**config.mk**
```make
export PLATFORM = sky130hd
export DESIGN_NAME = mult_control_n
export DESIGN_NICKNAME = d
export VERILOG_FILES = /design/src/rtl/mult_control_n.sv
export SDC_FILE = /design/constraint.sdc
export NUM_CORES = 1
export LEC_CHECK = 0
export CAP_MARGIN = 30
export CORE_AREA = 10 10 47 49
export CTS_CLUSTER_SIZE = 25
export DETAILED_ROUTE_END_ITERATION = 16
export DIE_AREA = 0 0 57 59
export PLACE_DENSITY = 0.74
export SYNTH_ARGS = -nofsm -noshare
export SYNTH_HDL_FRONTEND = slang
export SYNTH_SLANG_ARGS = --single-unit
export TNS_END_PERCENT = 30
```
**constraint.sdc**
```tcl
create_clock -name clk -period 1.5 [get_ports clk]
set_clock_uncertainty 0.15 [all_clocks]
set_input_delay 0.225 -clock clk [delete_from_list [all_inputs] [get_ports clk]]
set_output_delay 0.225 -clock clk [all_outputs]
set_load 0.01 [all_outputs]
```
**src/rtl/mult_control_n.sv**
```systemverilog
`default_nettype none
// ============================================================================
//  Module      : mult_control_n
//  Description : Sequencer for a slice-serial multiplier. Walks every
//                (A slice, B slice) pair once, driving slice selects, the
//                partial-product shift and accumulator enable/clear, then
//                pulses done for one cycle.
//  Revision    : 1.0 - initial release
// ============================================================================
module mult_control_n #(
    parameter int SLICE_W = 4,
    parameter int NA      = 2,
    parameter int NB      = 2,
    localparam int AW = (NA > 1) ? $clog2(NA) : 1,
    localparam int BW = (NB > 1) ? $clog2(NB) : 1,
    localparam int SW = ((NA + NB - 1) > 1) ? $clog2(NA + NB - 1) : 1
) (
    input  logic          clk,
    input  logic          reset_a,
    input  logic          start,
    input  logic          abort,
    output logic [AW-1:0] a_sel,
    output logic [BW-1:0] b_sel,
    output logic [SW-1:0] shift_sel,
    output logic [2:0]    state_out,
    output logic          done,
    output logic          busy,
    output logic          clk_ena,
    output logic          sclr_n
);

    // Total number of partial products, and the counter width to index them.
    localparam int NP = NA * NB;
    localparam int KW = (NP > 1) ? $clog2(NP) : 1;
    localparam logic [KW-1:0] K_PENULT = KW'(NP - 2);
    localparam logic [AW-1:0] A_LAST   = AW'(NA - 1);

    // Reject parameter sets that cannot describe a multi-cycle multiplication.
    generate
        if (SLICE_W < 1 || NA < 1 || NB < 1 || NP < 2) begin : g_bad_params
            $error("mult_control_n: illegal parameter set");
        end
    endgenerate

    typedef enum logic [2:0] {
        IDLE      = 3'b000,
        LSB       = 3'b001,
        MID       = 3'b010,
        MSB       = 3'b011,
        CALC_DONE = 3'b100,
        ERR       = 3'b101
    } state_t;

    state_t        state;
    logic [KW-1:0] k;        // product index, a_cnt/b_cnt are its mod/div split
    logic [AW-1:0] a_cnt;
    logic [BW-1:0] b_cnt;
    logic          computing;
    logic          restart;

    assign computing = (state == LSB) || (state == MID) || (state == MSB);
    // A new multiplication may only be launched from a non-computing state.
    assign restart   = start && !abort && !computing;

    // Sequencer: state and product counter, abort beats start, start while
    // computing is a protocol error.
    always_ff @(posedge clk or posedge reset_a) begin
        if (reset_a) begin
            state <= IDLE;
            k     <= '0;
            a_cnt <= '0;
            b_cnt <= '0;
        end else if (abort) begin
            state <= IDLE;
            k     <= '0;
            a_cnt <= '0;
            b_cnt <= '0;
        end else if (restart) begin
            state <= LSB;
            k     <= '0;
            a_cnt <= '0;
            b_cnt <= '0;
        end else begin
            case (state)
                IDLE: state <= IDLE;
                LSB, MID: begin
                    if (start) begin
                        state <= ERR;
                    end else begin
                        k <= k + KW'(1);
                        if (a_cnt == A_LAST) begin
                            a_cnt <= '0;
                            b_cnt <= b_cnt + BW'(1);
                        end else begin
                            a_cnt <= a_cnt + AW'(1);
                        end
                        if (state == LSB) begin
                            state <= (NP == 2) ? MSB : MID;
                        end else begin
                            state <= (k == K_PENULT) ? MSB : MID;
                        end
                    end
                end
                MSB:       state <= start ? ERR : CALC_DONE;
                CALC_DONE: state <= IDLE;
                ERR:       state <= ERR;
                default:   state <= IDLE;
            endcase
        end
    end

    // Selects are forced to zero whenever no partial product is in flight.
    assign a_sel     = computing ? a_cnt : '0;
    assign b_sel     = computing ? b_cnt : '0;
    assign shift_sel = SW'(a_sel) + SW'(b_sel);

    assign state_out = state;
    assign done      = (state == CALC_DONE);
    assign busy      = computing;
    assign clk_ena   = computing;
    // Clear the accumulator in the same cycle the launch is accepted.
    assign sclr_n    = !restart;

endmodule
`default_nettype wire

```
==> results of run 1 <==
## kinds of logic (layout without fill, tap and decap cells)
group                      after synthesis  after routing  share of synthesized area
DFF                                      7              7                     0.4035
xor gates and xnor gates                 1              1                    0.02018
AOI/OAI and AO/OA                       13             13                     0.2046
and+or+nand+nor                         13             13                     0.1873
adders and majority gates                3              3                    0.08068
buffers and inverters                    8             45                     0.1037
## layout make-up
cell class                      instances  area, µm²
Clock buffer                            4      26.28
Timing Repair Buffer                   36      325.3
Inverter                                5      18.77
Tap cell                               16      20.02
Sequential cell                         7      175.2
Fill cell                             119      526.8
Multi-Input combinational cell         30      309.0
## synth_stat cells (all sizes together)
cell and n:
ha 2, inv 5, or4 3, o21bai 1, and2 2, or4b 1, nor4 1, nor3 1
buf 3, nand3b 1, or3 1, dfrtp 7, o21ba 1, o31ai 3, o41ai 1, xnor2 1
a31oi 1, a21oi 5, a2bb2oi 1, nor2 3, maj3 1
## state kept, by name, indices dropped and copies added, names as in the netlist
signal	cells
a_cnt	1
b_cnt	1
k	2
state_out	3
## through the flow
step / cell area [µm²] / utilization / hold WS (ps) / total power, mW / setup slack (ps)
2_1_floorplan: 457.9 / - / -121.6 / 0.2628 / -87.59
3_3_place_gp: 681.9 / 0.4866 / 331.1 / 0.3233 / -439.6
3_5_place_dp: 681.9 / 0.4866 / 359.4 / 0.3272 / -457.6
4_1_cts: 780.7 / 0.5571 / 75.93 / 0.5314 / -276.0
5_1_grt: 874.6 / 0.6241 / 76.54 / 0.5877 / -326.6
6_report: 874.6 / 0.6241 / 56.38 / 0.5645 / -296.9
## what timing repair did
item | in CTS | in global routing
hold buffers | 0 | 0
buffers inserted | 7 | 4
pin swaps | 9 | 4
gates resized for setup | 45 | 17
endpoints found under the setup margin | 16 | 17
## final timing paths
path,startpoint,endpoint,cells after the start
setup / recovery,state_out[2],shift_sel[0],4
hold reg to reg,k[1],k[1],2
setup reg to reg,state_out[2],b_cnt,6
hold / removal,reset_a,state_out[2],2
min in group clk,k[1],k[1],2
max in group asynchronous,reset_a,k[1],2
## cells in the final DEF (no fill, tap or decap)
master and count:
o21ba_4 1, a21oi_1 3, o41ai_1 1, a21oi_2 2, or4_1 2, xnor2_4 1
or4_4 1, o21bai_1 1, dfrtp_1 7, clkdlybuf4s15_1 2, nor2_1 2, buf_6 10
nand3b_1 1, clkdlybuf4s50_1 3, buf_12 1, clkbuf_1 1, inv_2 1, buf_4 17
a2bb2oi_2 1, nor4_4 1, or4b_1 1, nor2_2 1, o31ai_1 3, buf_2 3
or3_1 1, and2_4 2, inv_1 4, nor3_2 1, ha_4 2, maj3_1 1
a31oi_1 1, clkbuf_4 3
## worst max-delay path, delay by kind of cell, from the launching register on
family | cells | cell delay [ps]
buf+inv | 1 | 110
flops | 1 | 410
simple gates | 1 | 160
compound gates | 1 | 270
fa+ha+maj | 1 | 200
## report_power, final
part / internal (mW) / total [mW] / switching (mW)
logic: 0.0940 / 0.173 / 0.0794
registers: 0.195 / 0.200 / 0.00502
clock network: 0.103 / 0.191 / 0.0883
## per-layer routing
metal / wire (µm) / track usage / vias to the layer above
li1: - / - / 240
met1: 669 / 0.09432 / 257
met2: 825 / 0.1395 / 22
met3: 141 / 0.04077 / 6
met4: 59 / 0.03020 / 0
met5: 0 / 0 / -
==> metrics, run 1 <==
Die Area 3363 µm²; Die X 57 µm; cell area after technology mapping 434.2 µm²; Max Cap Viol 0; number of remaining DRC errors 0; number of vias in the routed layout 525; portion of the post-synthesis area used by sequential elements 0.4035; reg2reg setup slack -170 ps; number of warnings printed during yosys synthesis 0; endpoint kind of the worst setup timing path output pin; number of setup violations in the final report 14; insertion delay of the later-clocked pin in the worst-skew pair 270 ps; count of non-filler cells in the finished layout 98; Num CTS Buffers 3; final weighted congestion of routability-driven global placement 0.7718; starting density of the core 0.3098; largest cells by area after synthesis dfrtp_1, a21oi_1, ha_1, o31ai_1, or4_1; synthesized area per cell 9.648 µm²; Critical Path Fanout Max 5; num rows 14; cell at the root of the clock tree clkbuf_4; leakage power total 0.3942 nW; final number of hold-violating endpoints 0; Worst VDD drop 0.3893 mV; crit start category register; I/O pin cnt 15; total number of clock tree sinks 7; Floorplan Core Area 1401 µm²; Slew Viols, Final 0; final wirelength 1.696 mm; Synth Net Count 51; Vias per Instance 5.357; total of flip-flops plus latches after synthesis 7; unrepaired setup endpoints after global routing true; Worst Max-Slew Pin Slew 292.1 ps; first-pass GRT wire length 2.325 mm; first drt pass iteration count 4; Fin Setup TNS -1990 ps; cell count after synthesis 45; Crit path required time 1120 ps; DR WL/cell 17.31 µm; master of the slowest instance on the critical path dfrtp_1; tightest slew margin relative to the limit 0.8028; failing checks setup timing; maximum number of pins on one net before global-route repair 13; pwr dens 645.5 nW/µm²; maximum count of clock buffers along a single path 2; post-synth top area share 0.4035; aggregate global routing overflow 0; Distinct cells, synth 22; fraction of the cycle the final worst path needs 1.198; diode count 0; worst setup path category reg -> out; layout cells sized above 1 0.5854; number of buffers added on ports 14; data arrival time of the worst path 1420 ps; die height 59 µm; worst min path class in -> async; post-layout net count 89; number of DRC violations after detailed-routing iteration 0 14; antenna violations before repair 0; TritonCTS clock tree done; Critical Path Max Stage Delay 410 ps; timing-limited maximum frequency 0.5565 GHz; DP Wirelength 906.1 µm; CTS HTree Levels 1; Cell Count Post-Placement 84; antenna viol nets, final 0; clock-pin slew on the worst setup and hold paths 70 ps; biggest area consumer among synthesized cells dfrtp_1; fin worst setup slack -296.9 ps; cells traversed along the worst timing path o21ba_4 -> and2_4 -> ha_4 -> buf_6; number of global-route vias before repair 522; result of the run finished, violations left; final critical-path required period 1797 ps; area growth from synthesis to layout 101.4%; global-route usage over all layers 0.08525
No activity file was read; power rests on OpenSTA's default activity.
==> run 2, diff against run 1 <==
- REMOVE_ABC_BUFFERS: default -> 1
==> metrics, run 2 (same netlist as run 1, synthesis figures left out) <==
number of flip-flops in the largest register 3; worst setup path category reg -> out; data arrival time of the worst path 1420 ps; number of vias in the routed layout 481; global-route usage over all layers 0.08362; maximum count of clock buffers along a single path 2; count of non-filler cells in the finished layout 95; Floorplan Core Area 1401 µm²; crit start category register; number of setup violations in the final report 12; fraction of the cycle the final worst path needs 1.197; pwr dens 629.6 nW/µm²; clock-pin slew on the worst setup and hold paths 50 ps; DR WL/cell 14.45 µm; leakage power total 0.3778 nW; antenna violations before repair 0; Critical Path Fanout Max 3; TritonCTS clock tree done; antenna viol nets, final 0; number of global-route vias before repair 510; final weighted congestion of routability-driven global placement 0.7481; I/O pin cnt 15; DP Wirelength 986.8 µm; num rows 14; tightest slew margin relative to the limit 0.8089; Die X 57 µm; startpoint of the worst-slack reg-to-reg timing path state_out[1]; total number of clock tree sinks 7; worst slack after detailed placement -459.6 ps; worst-case hold slack 76.00 ps; instance area at placement 665.6 µm²; reg2reg setup slack -190 ps; final wirelength 1.373 mm; Worst Max-Slew Pin Slew 284.3 ps; endpoint kind of the worst setup timing path output pin; Max Cap Viol 0; area growth from synthesis to layout 93.08%; Fin Setup TNS -1691 ps; starting density of the core 0.3098; commonest cells after routing, fill and taps aside buf_4, buf_6, dfrtp_1; final critical-path required period 1796 ps; destination of the worst register-to-register timing path b_cnt; failing checks setup timing; Num CTS Buffers 3; Die Area 3363 µm²; layout cells sized above 1 0.5823; number of filler instances in the final layout 111; unrepaired setup endpoints after global routing true; number of DRC violations after detailed-routing iteration 0 8; die height 59 µm; r2r worst-path depth 5; worst min path class in -> async; final number of hold-violating endpoints 0; insertion delay of the later-clocked pin in the worst-skew pair 250 ps; result of the run finished, violations left; post-layout net count 86; cell at the root of the clock tree clkbuf_4; Slew Viols, Final 0; leading cell type in the layout, fill and taps excluded buf_4; cell area after layout 838.3 µm²; Crit path required time 1120 ps; diode count 0; aggregate global routing overflow 0; number of buffers added on ports 14; Vias per Instance 5.063; number of remaining DRC errors 0; CTS HTree Levels 1; Cell Count Post-Placement 85; timing-limited maximum frequency 0.5569 GHz; Worst VDD drop 0.3232 mV; fin worst setup slack -295.7 ps; maximum number of pins on one net before global-route repair 13; first-pass GRT wire length 2.297 mm; first drt pass iteration count 4
-- run 2: cell types whose count changed in the layout (fill, tap and decap cells not counted), sizes merged --
cell / previous run / this run
buf: 31 / 27
clkdlybuf4s15: 2 / 0
dlygate4sd2: 0 / 2
clkbuf: 4 / 5
-- run 2: where the power goes --
part           internal, mW  switching [mW]
logic                0.0863          0.0710
clock network         0.101          0.0688
registers             0.195         0.00476
total                 0.383           0.145
-- run 2: per-stage QoR --
| step | power, mW | util |
|---|---|---|
| floorplan | 0.2484 | - |
| global placement | 0.3234 | 0.4750 |
| detailed placement | 0.3277 | 0.4750 |
| CTS | 0.5195 | 0.5473 |
| global route | 0.5601 | 0.5982 |
| finish | 0.5278 | 0.5982 |
-- run 2: worst max path at each step --
stage                       startpoint           end  slack (ps)  depth (start not counted)
after floorplan           state_out[2]  shift_sel[0]        -230                          3
after global placement           start        sclr_n        -440                          4
after detailed placement  state_out[0]  shift_sel[0]        -460                          4
after CTS                 state_out[1]        sclr_n        -300                          4
after global routing      state_out[1]        sclr_n        -360                          4
final                     state_out[1]        sclr_n        -300                          4
-- run 2: layout make-up --
cell class | instances | area, µm² | share of cell area
inverter | 5 | 18.77 | 0.02239
multi-input combinational | 30 | 302.8 | 0.3612
timing repair buffer | 33 | 295.3 | 0.3522
tap | 16 | 20.02 | 0.02388
sequential | 7 | 175.2 | 0.2090
clock buffer | 4 | 26.28 | 0.03134
-- run 2: repair_timing --
item | in CTS | in global routing
cloned | 0 | 0
setup endpoints to repair | 16 | 14
hold buffers | 0 | 0
gates resized for setup | 51 | 14
pin swaps | 6 | 5
buffers inserted | 3 | 4
-- run 2: worst max-delay path, cell delays in order (launching register included) --
cell,delay [ps]
dfrtp_1,390
o21ba_4,240
buf_6,110
or3_1,290
buf_2,150
-- run 2: per-layer routing --
metal  GRT usage  routed length (µm)  vias up
met1     0.08252                 545      234
met2      0.1550                 770       12
met5           0                   0        -
met3     0.01931                  43        2
met4     0.05034                  14        0
li1            -                   -      233
==> run 3, diff against run 2 <==
- PLACE_DENSITY: 0.74 -> 0.67
==> metrics, run 3 (same netlist as run 1, synthesis figures left out) <==
final weighted congestion of routability-driven global placement 0.7857; commonest cells after routing, fill and taps aside buf_6, buf_4, dfrtp_1; number of filler instances in the final layout 125; count of non-filler cells in the finished layout 93; number of flip-flops in the largest register 3; antenna violations before repair 0; number of vias in the routed layout 475; Critical Path Fanout Max 3; final number of hold-violating endpoints 0; aggregate global routing overflow 0; Die X 57 µm; antenna viol nets, final 0; r2r worst-path depth 4; Vias per Instance 5.108; startpoint of the worst-slack reg-to-reg timing path state_out[1]; hold buffer count at CTS 0; DP Wirelength 838 µm; first drt pass iteration count 4; Die Area 3363 µm²; number of buffers added on ports 14; master of the slowest instance on the critical path dfrtp_1; sw frac 0.2806; result of the run finished, violations left; failing checks setup timing; crit start category register; worst min path class in -> async; Critical Path Max Stage Delay 390 ps; Clk network pwr share 0.333; cell family contributing the most delay on the critical path flip-flops; maximum number of pins on one net before global-route repair 13; final critical-path required period 1790 ps; count of buffer and inverter cells on the critical path 2; first-pass GRT wire length 2.159 mm; Worst VDD drop 0.6922 mV; area growth from synthesis to layout 88.18%; I/O pin cnt 15; Int Pwr 0.3785 mW; leakage power total 0.3665 nW; CTS HTree Levels 1; reg2reg setup slack -70 ps; tightest slew margin relative to the limit 0.8114; TritonCTS clock tree done; destination of the worst register-to-register timing path b_cnt; part of the power in registers 0.380; timing-limited maximum frequency 0.5587 GHz; cell at the root of the clock tree clkbuf_4; number of global-route vias before repair 489; cells traversed along the worst timing path o21ba_4 -> buf_6 -> or3_1 -> buf_2; Crit path required time 1120 ps; worst setup path category reg -> out; maximum count of clock buffers along a single path 2; Cell Count Post-Placement 82; unrepaired setup endpoints after global routing true; insertion delay of the later-clocked pin in the worst-skew pair 250 ps; worst slack after detailed placement -468.2 ps; total number of clock tree sinks 7; DR WL/cell 14.66 µm; Max Cap Viol 0; post-layout net count 84; starting density of the core 0.3098; final wirelength 1.363 mm; fin worst setup slack -290.0 ps; Slew Viols, Final 0; fraction of the cycle the final worst path needs 1.193; Floorplan Core Area 1401 µm²; number of setup violations in the final report 11; diode count 0; pwr dens 643.9 nW/µm²; clock-pin slew on the worst setup and hold paths 60 ps; Multi-input gate area 299.0 µm²; Worst Max-Slew Pin Slew 279.2 ps; Num CTS Buffers 3; layout cells sized above 1 0.5065; number of DRC violations after detailed-routing iteration 0 15; net switching component of the power 0.1476 mW; die height 59 µm; leading cell type in the layout, fill and taps excluded buf_6; num rows 14; global-route usage over all layers 0.07836; Comb power frac 0.287; Fin Setup TNS -1260 ps; data arrival time of the worst path 1410 ps; endpoint kind of the worst setup timing path output pin; Seq. cell area 175.2 µm²; number of remaining DRC errors 0; worst-case hold slack 49.96 ps
## run 3: cell types whose count changed in the layout (fill, tap and decap cells not counted), sizes merged
cell           delta
clkdlybuf4s15     +1
clkbuf            -1
buf               -3
xnor2             +1
## run 3: worst max-delay path by stage
stage	from	endpoint	slack (ps)	depth (start not counted)
after global routing	state_out[1]	sclr_n	-350	4
final	state_out[1]	sclr_n	-290	4
after floorplan	state_out[2]	shift_sel[0]	-230	3
after CTS	state_out[1]	sclr_n	-290	4
after global placement	start	sclr_n	-480	4
after detailed placement	start	sclr_n	-470	4
## run 3: power by group through the flow
stage | Clock (mW) | Sequential [mW] | Combinational [mW]
floorplan | 0 | 0.209 | 0.0393
global placement | 0 | 0.202 | 0.112
detailed placement | 0 | 0.202 | 0.114
CTS | 0.176 | 0.200 | 0.134
global route | 0.186 | 0.201 | 0.165
finish | 0.175 | 0.200 | 0.151
## run 3: area by class of cell
class                           count  share of cell area
Sequential cell                     7              0.2144
Multi-Input combinational cell     31              0.3660
Inverter                            5             0.02297
Tap cell                           16             0.02450
Clock buffer                        4             0.03216
Timing Repair Buffer               30              0.3400
## run 3: repair_timing
item                                    CTS  global route
pin swaps                                 6             2
gates cloned                              0             1
gates resized for setup                  50            12
endpoints found under the setup margin   15            15
buffers inserted                          4             3
## run 3: worst register-to-register path, delay by kind of cell (launching register included)
kind / cells / cell delay [ps]
buf+inv: 1 / 190
compound gates: 1 / 130
simple gates: 1 / 480
xor+xnor: 1 / 160
flops: 1 / 390
## run 3: per-layer routing
layer  part of all wire  routed length, µm  up-vias  GRT usage
met5                  0                  0        -          0
met4              0.021                 29        0    0.04362
met3              0.079                107        4    0.03219
met2               0.48                655       23     0.1256
met1               0.42                570      216    0.08606
li1                   -                  -      232          -
## run 3: per-stage QoR
| stage | area, µm² | util | power (mW) |
|---|---|---|---|
| 2_1_floorplan | 407.9 | - | 0.2484 |
| 3_3_place_gp | 643.1 | 0.4589 | 0.3134 |
| 3_5_place_dp | 643.1 | 0.4589 | 0.3159 |
| 4_1_cts | 747.0 | 0.5330 | 0.5098 |
| 5_1_grt | 817.0 | 0.5830 | 0.5520 |
| 6_report | 817.0 | 0.5830 | 0.5261 |
==> edit, RTL diff (flow settings as in run 3) <==
Add an input register stage for `start` and `abort`, without a reset; this delays them by one clock.
--- a/src/rtl/mult_control_n.sv
+++ b/src/rtl/mult_control_n.sv
@@ -37,2 +37,10 @@
 
+    logic start_q;
+    logic abort_q;
+
+    always_ff @(posedge clk) begin
+        start_q <= start;
+        abort_q <= abort;
+    end
+
     // Reject parameter sets that cannot describe a multi-cycle multiplication.
@@ -62,3 +70,3 @@
     // A new multiplication may only be launched from a non-computing state.
-    assign restart   = start && !abort && !computing;
+    assign restart   = start_q && !abort_q && !computing;
 
@@ -72,3 +80,3 @@
             b_cnt <= '0;
-        end else if (abort) begin
+        end else if (abort_q) begin
             state <= IDLE;
@@ -86,3 +94,3 @@
                 LSB, MID: begin
-                    if (start) begin
+                    if (start_q) begin
                         state <= ERR;
@@ -103,3 +111,3 @@
                 end
-                MSB:       state <= start ? ERR : CALC_DONE;
+                MSB:       state <= start_q ? ERR : CALC_DONE;
                 CALC_DONE: state <= IDLE;
Check against the original RTL: not equivalent (a bounded check fails within 4 cycles, from zero or initial values and one cycle with reset_a high).
==> edit against run 3 <==
- the run still ends with setup timing left
- area after synthesis is 21% higher
- register-to-register slack got worse by 0.13 ns
- count of clock-buffer cells in the layout did not move
- worst setup slack improved by 0.022 ns
- sequential cell count is 2 higher
- wire length rose by 7.6%
- sequential share of layout area is 3.5 points higher
- final cell count increased by 8.6%
- cell area up 5.5%
- power increased by 14%
- synthesized cell count rose by 16%
- maximum frequency is 1.2% higher
- clock power increased by 4%
- critical path type unchanged
==> edit: results (changes against run 3) <==
Detailed routing
  • Vias per inst: 5.059 (-0.94%)
  • DR top layer: met4
  • Wire length on met3: 87 um (-19%)
  • Met2 WL: 758 um (+16%)
  • Initial DRC count: 10 (-5)
  • Met1 WL: 609 um (+6.8%)
  • Final wirelength: 1467 um (+7.6%)

Placed design
  • Placed Area: 739.5 um^2 (+15%)
  • DP HPWL: 968.6 um (+16%)
  • Dpl ws: -0.4495 ns (+0.01873 ns)
  • RD Place Congestion: 0.7111 (-9.5%)

Critical path
  • Critical Path Fanout Max: 2 (-1)
  • CP peak stage delay: 0.42 ns (+0.03 ns)

Timing
  • Worst-margin pin slew: 0.2737 ns (-0.005534 ns)
  • Final setup viols: 13 (+2)
  • Final worst-path setup slack: -0.2683 ns (+0.02164 ns)

Finish
  • Nets: 92 (+9.5%)
  • Share of layout cells above drive strength 1: 56.47% (+5.8 points)

Synthesis
  • Distinct cells, synth: 24 (+9.1%)
  • Register area share after synthesis: 40.86% (+0.51 points)
  • Most common library cells after synthesis: 7 x dfrtp_1, 7 x inv_1, 5 x a21oi_1
  • Area contributors post-synth: dfrtp_1 33%, dfxtp_1 7.6%, xnor2_4 5.2%
  • Asr flop ratio synth: 77.78% (-22 points)

GRT
  • First-pass GRT wire length: 2270 um (+5.1%)
  • GRT Util Overall: 8.402% (+0.57 points)

Status
  • Status: finished with violations
  • Failing checks: setup timing

Power
  • VDD IR-drop max: 0.6329 mV (-8.6%)
  • Lkg Pwr: 0.3902 nW (+6.5%)
[edit: layer usage]
layer | global-route usage [%] | up-vias
met2 | 14.11 | 12
met4 | 2.685 | 0
li1 | - | 252
met1 | 8.606 | 243
met5 | 0 | -
met3 | 4.936 | 4
[edit: critical path, delay by kind of cell (launching register included)]
kind | cells | cell delay, ns
AOI/OAI and AO/OA | 1 | 0.18
adders and majority gates | 1 | 0.25
and+or+nand+nor | 1 | 0.14
DFF | 1 | 0.42
buffers and inverters | 2 | 0.14
[edit: final cells by class]
type                    count  area (um^2)
fillers                   125        539.3
multi-input cells          31        299.0
repair buffers             34        275.3
flip-flops and latches      9        215.2
clock buffers               4        26.28
inverters                   7        26.28
well taps                  16        20.02
[edit: power breakdown]
part	switching [mW]	internal, mW
clock network	0.0801	0.102
logic	0.0726	0.0876
registers	0.00813	0.252
[edit: path summary, 6_finish.rpt]
kind	slack, ns	from	endpoint
worst max-delay path	-0.27	state_out[1]$_DFF_PP0_	shift_sel[0]
worst max register to register	-0.20	state_out[2]$_DFF_PP0_	b_cnt$_DFFE_PP0P_
min in group clk	0.27	abort	abort_q$_DFF_P_
worst min register to register	0.37	abort_q$_DFF_P_	a_cnt$_DFFE_PP0P_
max in group asynchronous	0.92	reset_a	b_cnt$_DFFE_PP0P_
worst min-delay path	0.05	reset_a	state_out[0]$_DFF_PP0_
[edit: what timing repair did]
action	CTS	global route
endpoints found under the setup margin	13	16
hold buffers	0	0
pin swaps	5	4
gates resized for setup	38	24
buffers inserted	3	4
[edit: cell families (layout without fill, tap and decap cells)]
logic type	after synthesis	in the layout	synth area share [%]
AND/OR/NAND/NOR	15	15	19.00
AO/OA/AOI/OAI	12	12	14.73
buffers and inverters	12	45	13.54
flip-flops	9	9	40.86
adder cells (fa/ha/maj)	3	3	6.650
XOR/XNOR	1	1	5.226
[edit: metrics by stage]
| step | instances | utilization, % | total power, mW | TNS (ns) |
|---|---|---|---|---|
| 6_report | 101 | 61.52 | 0.6021 | -1.628 |
| 5_1_grt | 101 | 61.52 | 0.6376 | -2.459 |
| 4_1_cts | 97 | 57.68 | 0.5848 | -1.381 |
| 3_5_place_dp | 90 | 52.77 | 0.3904 | -2.017 |
| 3_3_place_gp | 90 | 52.77 | 0.3889 | -1.860 |
| 2_1_floorplan | 47 | - | 0.3169 | -0.8623 |
